### src/rtl/fetch_stage.sv
// fetch_stage: instruction-fetch stage and IF/ID pipeline register.
// Owns the PC, issues one-word requests to instruction memory, buffers
// returned words in a 2-entry queue and hands one instruction per cycle to
// decode. Honours load-use stalls and EX-stage branch redirects.
//
// Optional build macro: FETCH_PERF_CNT_EN adds perf_stall_cycles and
// perf_redirects counters and their output ports.
module fetch_stage #(
   parameter logic [31:0] RESET_PC = 32'h0000_0000
) (
   input  logic        clock,
   input  logic        reset,
   input  logic        stall,
   input  logic        redirect_valid,
   input  logic [31:0] redirect_pc,
   output logic        imem_req,
   output logic [31:0] imem_addr,
   input  logic        imem_gnt,
   input  logic        imem_rvalid,
   input  logic [31:0] imem_rdata,
   output logic        if_id_valid,
   output logic [31:0] if_id_pc,
   output logic [31:0] if_id_instr,
   output logic [4:0]  if_id_rs1,
   output logic [4:0]  if_id_rs2
`ifdef FETCH_PERF_CNT_EN
   ,
   output logic [31:0] perf_stall_cycles,
   output logic [31:0] perf_redirects
`endif
);

   localparam logic [31:0] NOP_INSTR = 32'h0000_0013;

   logic [31:0] pc_q, pc_d;
   logic        inflight_q, inflight_d;
   logic [31:0] inflight_pc_q, inflight_pc_d;

   logic [31:0] fifo_pc_q    [2];
   logic [31:0] fifo_pc_d    [2];
   logic [31:0] fifo_instr_q [2];
   logic [31:0] fifo_instr_d [2];
   logic        rd_ptr_q, rd_ptr_d;
   logic [1:0]  count_q, count_d;

   logic        if_id_valid_q, if_id_valid_d;
   logic [31:0] if_id_pc_q, if_id_pc_d;
   logic [31:0] if_id_instr_q, if_id_instr_d;

   logic        grant;
   logic        resp;
   logic        push;
   logic        pop;
   logic        wr_ptr;

   // Only request when the queue plus the outstanding response still fit,
   // so the response path never needs backpressure.
   always_comb begin
      imem_req  = !reset && !redirect_valid &&
                  ((count_q + {1'b0, inflight_q}) < 2'd2);
      imem_addr = pc_q;
      grant     = imem_req && imem_gnt;
      resp      = inflight_q && imem_rvalid;
      wr_ptr    = rd_ptr_q ^ count_q[0];
   end

   // Next-state for PC, in-flight tag, queue and IF/ID register.
   always_comb begin
      pc_d          = pc_q;
      inflight_d    = 1'b0;
      inflight_pc_d = inflight_pc_q;
      fifo_pc_d     = fifo_pc_q;
      fifo_instr_d  = fifo_instr_q;
      rd_ptr_d      = rd_ptr_q;
      count_d       = count_q;
      if_id_valid_d = if_id_valid_q;
      if_id_pc_d    = if_id_pc_q;
      if_id_instr_d = if_id_instr_q;
      push          = 1'b0;
      pop           = 1'b0;

      if (redirect_valid) begin
         // Wrong-path work is discarded, including a response landing now.
         pc_d          = redirect_pc;
         rd_ptr_d      = 1'b0;
         count_d       = 2'd0;
         if_id_valid_d = 1'b0;
         if_id_instr_d = NOP_INSTR;
      end else begin
         if (grant) begin
            pc_d          = pc_q + 32'd4;
            inflight_d    = 1'b1;
            inflight_pc_d = pc_q;
         end

         if (!stall) begin
            if (count_q != 2'd0) begin
               if_id_valid_d = 1'b1;
               if_id_pc_d    = fifo_pc_q[rd_ptr_q];
               if_id_instr_d = fifo_instr_q[rd_ptr_q];
               pop           = 1'b1;
               push          = resp;
            end else if (resp) begin
               // Empty queue: the response goes straight to decode.
               if_id_valid_d = 1'b1;
               if_id_pc_d    = inflight_pc_q;
               if_id_instr_d = imem_rdata;
            end else begin
               if_id_valid_d = 1'b0;
            end
         end else begin
            push = resp;
         end

         // The write slot is never the head being popped: a push with
         // count 2 is ruled out by the request rule.
         if (push) begin
            fifo_pc_d[wr_ptr]    = inflight_pc_q;
            fifo_instr_d[wr_ptr] = imem_rdata;
         end
         if (pop) begin
            rd_ptr_d = ~rd_ptr_q;
         end
         count_d = count_q + {1'b0, push} - {1'b0, pop};
      end
   end

   // State registers with synchronous reset.
   always_ff @(posedge clock) begin
      if (reset) begin
         pc_q            <= RESET_PC;
         inflight_q      <= 1'b0;
         inflight_pc_q   <= 32'd0;
         fifo_pc_q[0]    <= 32'd0;
         fifo_pc_q[1]    <= 32'd0;
         fifo_instr_q[0] <= NOP_INSTR;
         fifo_instr_q[1] <= NOP_INSTR;
         rd_ptr_q        <= 1'b0;
         count_q         <= 2'd0;
         if_id_valid_q   <= 1'b0;
         if_id_pc_q      <= 32'd0;
         if_id_instr_q   <= NOP_INSTR;
      end else begin
         pc_q          <= pc_d;
         inflight_q    <= inflight_d;
         inflight_pc_q <= inflight_pc_d;
         fifo_pc_q     <= fifo_pc_d;
         fifo_instr_q  <= fifo_instr_d;
         rd_ptr_q      <= rd_ptr_d;
         count_q       <= count_d;
         if_id_valid_q <= if_id_valid_d;
         if_id_pc_q    <= if_id_pc_d;
         if_id_instr_q <= if_id_instr_d;
      end
   end

   // IF/ID outputs; register fields read as zero for a bubble so the hazard
   // detector never matches on stale data.
   always_comb begin
      if_id_valid = if_id_valid_q;
      if_id_pc    = if_id_pc_q;
      if_id_instr = if_id_instr_q;
      if_id_rs1   = if_id_valid_q ? if_id_instr_q[19:15] : 5'd0;
      if_id_rs2   = if_id_valid_q ? if_id_instr_q[24:20] : 5'd0;
   end

`ifdef FETCH_PERF_CNT_EN
   logic [31:0] perf_stall_q, perf_stall_d;
   logic [31:0] perf_redir_q, perf_redir_d;

   // Stall cycles count only when no redirect overrides the stall.
   always_comb begin
      perf_stall_d = perf_stall_q;
      perf_redir_d = perf_redir_q;
      if (redirect_valid) begin
         perf_redir_d = perf_redir_q + 32'd1;
      end else if (stall) begin
         perf_stall_d = perf_stall_q + 32'd1;
      end
   end

   // Counter registers, wrapping naturally at 2^32.
   always_ff @(posedge clock) begin
      if (reset) begin
         perf_stall_q <= 32'd0;
         perf_redir_q <= 32'd0;
      end else begin
         perf_stall_q <= perf_stall_d;
         perf_redir_q <= perf_redir_d;
      end
   end

   assign perf_stall_cycles = perf_stall_q;
   assign perf_redirects    = perf_redir_q;
`endif

endmodule
### config.mk
export PLATFORM = sky130hd
export DESIGN_NAME = fetch_stage
export DESIGN_NICKNAME = d
export VERILOG_FILES = /design/src/rtl/fetch_stage.sv
export SDC_FILE = /design/constraint.sdc
export NUM_CORES = 1
export LEC_CHECK = 0
export ABC_AREA = 1
export BUFFER_PORTS_ARGS = -buffer_cell sky130_fd_sc_hd__clkbuf_2
export CAP_MARGIN = 20
export CELL_PAD_IN_SITES_DETAIL_PLACEMENT = 1
export CELL_PAD_IN_SITES_GLOBAL_PLACEMENT = 2
export CORE_MARGIN = 2
export CORE_UTILIZATION = 35
export DETAILED_ROUTE_END_ITERATION = 12
export GPL_TIMING_DRIVEN = 0
export PLACE_DENSITY_LB_ADDON = 0.1
export SLEW_MARGIN = 30
export SYNTH_ARGS = -nofsm -noshare
export SYNTH_HDL_FRONTEND = slang
export SYNTH_SLANG_ARGS = --single-unit
### constraint.sdc
create_clock -name clock -period 4.1 [get_ports clock]
set_input_delay 0.615 -clock clock [delete_from_list [all_inputs] [get_ports clock]]
set_output_delay 0.615 -clock clock [all_outputs]
set_load 0.01 [all_outputs]
**Word level (Yosys, flattened, before mapping)**

Index checks and enable logic that the tools add are counted.

- Reduce and logical (&&, ||, !) cells: 15
- Equal/unequal tests: 0
- $lt $le $gt $ge: 4
- Divide/modulo/power cells: 0
- Bitwise gates (word level): 6
- Add/subtract/negate cells: 4
- Multiplexer cells: 27
- $mul: 0
- Shift-type cells: 0

Operators by type and width:

| operator | number |
|---|---|
| 2-to-1 mux 32 bit | 13 |
| bitwise mux 64 bit | 2 |
| adder 32 x 3 -> 32 bit, second input constant | 1 |
| demux 32 bit (select 1 bit) | 1 |
| 2-to-1 mux 5 bit | 2 |
| 2-to-1 mux 1 bit | 9 |
| AND reduction 2 bit | 3 |
| nonzero test 2 bit | 3 |
| logical AND 1 bit | 5 |
| adder 2 x 1 -> 2 bit | 2 |
| >= comparator 2 bit, second input constant | 2 |
| NOT 1 -> 2 bit | 2 |
| NOT 1 bit | 3 |
| AND reduction 3 bit | 1 |
| zero test 1 bit | 2 |
| < comparator 2 x 1 -> 1 bit, second input constant | 1 |
| < comparator 2 bit, second input constant | 1 |
| OR reduction 2 bit | 1 |
| subtractor 2 x 1 -> 2 bit | 1 |
| XOR 1 bit | 1 |

- Input bits: 70
- Output and inout bits: 108
- Latch bits: 0
- Memory bits (writable): 0
- Flip-flop bits (word level): 261
- Word-level logic and storage cells: 68
- Memory bits (read-only): 0
- Memories kept: 0

**Logic depth before layout (Yosys ltp)**

- Depth in word-level cells: 7
- Depth in mapped cells: 9
- Gate-level depth less buffers: 9

**Worst setup path before layout**

No wires, ideal clock.

- Path type: input -> register
- From: in imem_rvalid
- To: reg count_q[1]
- Path buffers: 0
- Required time: 4030 ps
- Cell stages on the path: 8
- Setup time: 70 ps
- Arrival: 1724 ps
- Slack: 2306 ps
- Cells stage by stage: nand2_1 a21oi_4 inv_1 ha_1 inv_1 ha_1 or2_2 a21oi_1

- Word-level cells in the longest chain between the ends: 6

Ends and longest elaborated chain:

| item | line | text |
|---|---|---|
| start: declaration | 19 | `input logic imem_rvalid,` |
| logical AND 1 bit * | 63 | `resp = inflight_q && imem_rvalid;` |
| 2-to-1 mux 1 bit | 97 | `if (count_q != 2'd0) begin` |
| 2-to-1 mux 1 bit * | 96 | `if (!stall) begin` |
| 2-to-1 mux 1 bit * | 82 | `if (redirect_valid) begin` |
| adder 2 x 1 -> 2 bit * | 124 | `count_d = count_q + {1'b0, push} - {1'b0, pop};` |
| subtractor 2 x 1 -> 2 bit * | 124 |  |
| end signal: assignment | 150 | `count_q <= count_d;` |
| end: declaration | 44 | `logic [1:0] count_q, count_d;` |

Mark *: on every way between the ends. The rest lies on a longest branch, timed or not. The select of a mux whose other input is x is not followed.
A chain may end at the register's enable or synchronous reset.

**Final worst setup path**

- From: in redirect_valid
- To: out imem_req

- Word-level cells in the longest chain between the ends: 3

Ends and longest elaborated chain:

| item | line | text |
|---|---|---|
| start: declaration | 14 | `input logic redirect_valid,` |
| zero test 1 bit | 59 | `imem_req = !reset && !redirect_valid &&` |
| logical AND 1 bit (2 in a row) | 59 |  |
| end: declaration | 16 | `output logic imem_req,` |

Every way passes these cells.

==> out/summary.txt <==
Outcome: finished clean
Root Driver: clkbuf_16
Worst-path maximum fanout: 6
Vias: 11.3k
FMAX: 386 MHz
# resized after CTS: 0
Largest family of logic cells by synthesized area: compound AO/OA/AOI/OAI gates
LEAKAGE: 0.00571 uW
First-pass GRT wire length: 65100 um
Synth Area in Simple Gates: 17.9%
Sequential-to-total area share from yosys stat: 46.0%
Die H: 184 um
H-tree levels: 1
Drt total wl: 41600 um
Skew-Pair Late Insertion Delay: 560 ps
Final hold vios: 0
Share of the synthesized area in the top cell type: 46.0%
Width of the die: 184 um
Clk slew on worst S/H paths: 60 ps
Buffer depth of the longest clock path: 3
Syn nets: 1609
CTS tree: done
Crit path top cell by count: clkbuf_2
Share of layout cells above drive strength 1: 17.7%
Vias/cell: 5.20
Buf/Inv on CP: 3
Slew Viols, Final: 0
Slew of the pin with the lowest slew margin: 800 ps
Drt first pass iters: 5
Post-route minimum period: 2590 ps
CTS sink cnt: 261
Relative slew slack: 46.7%
Routed WL per cell: 19.2 um
Post-synthesis mux area share: 0%
Port bufs: 177
Synth Area in Adders: 0.331%
Antenna violations before repair: 1
CP Capture Type: primary output
Slowest-stage cell, CP: nor2_1
Setup violators final: 0
# DRC: 0
Number of hold buffers added after CTS: 0
Cell Area, Synth: 11400 um2
DR iter-0 viols: 482
Die ar.: 33900 um2
Leading area contributor after synthesis: dfxtp_1
Setup Skew: 15.6 ps
Pin count of the biggest net entering global routing: 16
Slowest cell delay on critical path: 620 ps
Setup TNS: 0 ps
CP top delay family: simple AND/OR/NAND/NOR gates
Power Density: 414 nW/um2
Num CTS Buffers: 31
Critical Path Source Type: primary input
Count of cell types in the netlist: 35
Post-DRT Antenna Nets: 0
Worst EP required: 3480 ps
Flop-to-flop setup slack: 2000 ps
Fin crit share: 63.2%
Number of global-route vias before repair: 11.6k
Ports: 178
Critical-path cell list: clkbuf_2 -> nor2_1 -> nand3_1 -> inv_1 -> clkbuf_2
Nets: 1819
FF+latch count, synth: 261
RD Place Congestion: 0.837
# Max-Cap Violations: 0
Site Rows: 65
Post-Syn Instances: 1536
Synth Area per Inst: 7.39 um2
Post-CTS Setup Inserts: 0
Tightest Hold Check Type: in -> reg
Area grow syn2layout: 20.8%
Synth warnings: 0
RSZ-0062 raised after global routing: false
GRT Residual Overflow: 0
Peak supply drop: 0.000294 V
Initial core utilization: 35.8%
Fill cell count: 4057
Critical setup path kind: in -> out
Complex-gate fraction of the synthesized area: 25.8%
CP Data Arrival Time: 1970 ps
Post-Synth XOR/XNOR Area: 0.683%
Final setup margin: 1510 ps
Core area: 31700 um2
Placement Setup Slack: 1250 ps
GRT Total Usage: 24.6%
HPWL Detailed: 30800 um
Synth top area cells: dfxtp_1 (46%), a21oi_1 (10%), nand2_1 (9.0%)
## cells in the final DEF, fill, tap and decap left out, types with 7 or more instances in the layout
master / instances
clkbuf_8: 7
o2111ai_1: 29
inv_2: 7
or2_2: 13
clkbuf_16: 31
a21oi_2: 10
a31oi_1: 17
nand3_1: 87
o21ai_0: 163
nor2_1: 96
o21ai_1: 44
buf_2: 38
o211ai_1: 32
nand2_1: 272
clkbuf_1: 70
a21oi_1: 226
clkbuf_2: 177
inv_1: 131
buf_6: 8
dfxtp_1: 261
## through the flow
step | util (%) | total power [uW] | hold slack, ps | area, um2 | instances
2_1_floorplan | - | 2880 | 430 | 11400 | 1536
5_1_grt | 43.2 | 5880 | 300 | 13700 | 2168
6_report | 43.2 | 5670 | 288 | 13700 | 2169
4_1_cts | 43.2 | 5730 | 276 | 13700 | 2168
3_3_place_gp | 40.2 | 3060 | 439 | 12700 | 2115
3_5_place_dp | 40.2 | 3060 | 449 | 12700 | 2115
## Yosys cell counts
cell type,n
or2_2,13
o21bai_1,4
and2_1,1
nand3_1,87
a21oi_4,1
nand2_1,272
a21oi_2,10
a31oi_1,17
clkbuf_1,63
o2111ai_1,29
inv_1,131
buf_1,1
nor2_4,4
nand2_2,2
xnor2_2,1
inv_2,7
a211oi_1,1
nor2_1,96
nor2_2,1
o21ai_0,163
nand3b_1,5
nor3_1,1
o21ai_1,44
xor2_1,3
buf_2,38
buf_4,3
a21oi_1,226
nand4_1,1
buf_6,8
ha_1,3
nand4_2,1
dfxtp_1,261
xnor2_1,4
a22oi_1,2
o211ai_1,32
## logic make-up after synthesis
kind of cell | count (synthesis)
AO/OA/AOI/OAI | 529
buffers and inverters | 251
adder cells (fa/ha/maj) | 3
flip-flops | 261
AND/OR/NAND/NOR | 484
XOR/XNOR | 8
## power by group
part / internal [uW] / leakage [uW] / switching [uW]
Clock: 1570 / 0.000483 / 1100
Combinational: 117 / 0.00312 / 247
Sequential: 2590 / 0.00211 / 53.6
## worst min-delay path: stages
cell and delay, ps:
clkbuf_2 80, nor2_1 30, nor2_1 80
## final cells by class
cell class,count,area (um2),share of cell area (%)
Multi-Input combinational cell,1024,5070,37.0
Sequential cell,261,5230,38.1
Inverter,138,518,3.78
Clock inverter,8,72.6,0.529
Timing Repair Buffer,177,886,6.46
Antenna cell,1,2.50,0.0182
Tap cell,402,503,3.67
Clock buffer,45,898,6.55
Buffer,113,543,3.96
## final timing paths
path	depth (start not counted)	start	to
worst min register to register	2	fifo_instr_q[52]	fifo_instr_q[52]
worst max-delay path	5	redirect_valid	imem_req
worst max register to register	8	imem_addr[2]	imem_addr[20]
worst min-delay path	3	redirect_pc[0]	imem_addr[0]
## state kept, by name, indices dropped and copies added, names as in the netlist
signal / count
fifo_instr_q: 64
fifo_pc_q: 64
if_id_instr: 32
if_id_pc: 32
imem_addr: 32
inflight_pc_q: 32
count_q: 2
if_id_valid: 1
inflight_q: 1
rd_ptr_q: 1
## routing by layer
| layer | routed length, um | GRT usage [%] |
|---|---|---|
| met5 | 0 | 0 |
| met4 | 1030 | 7.26 |
| met1 | 19200 | 31.7 |
| met3 | 1470 | 2.85 |
| met2 | 20000 | 43.2 |
(Power assumes the default switching activity.)
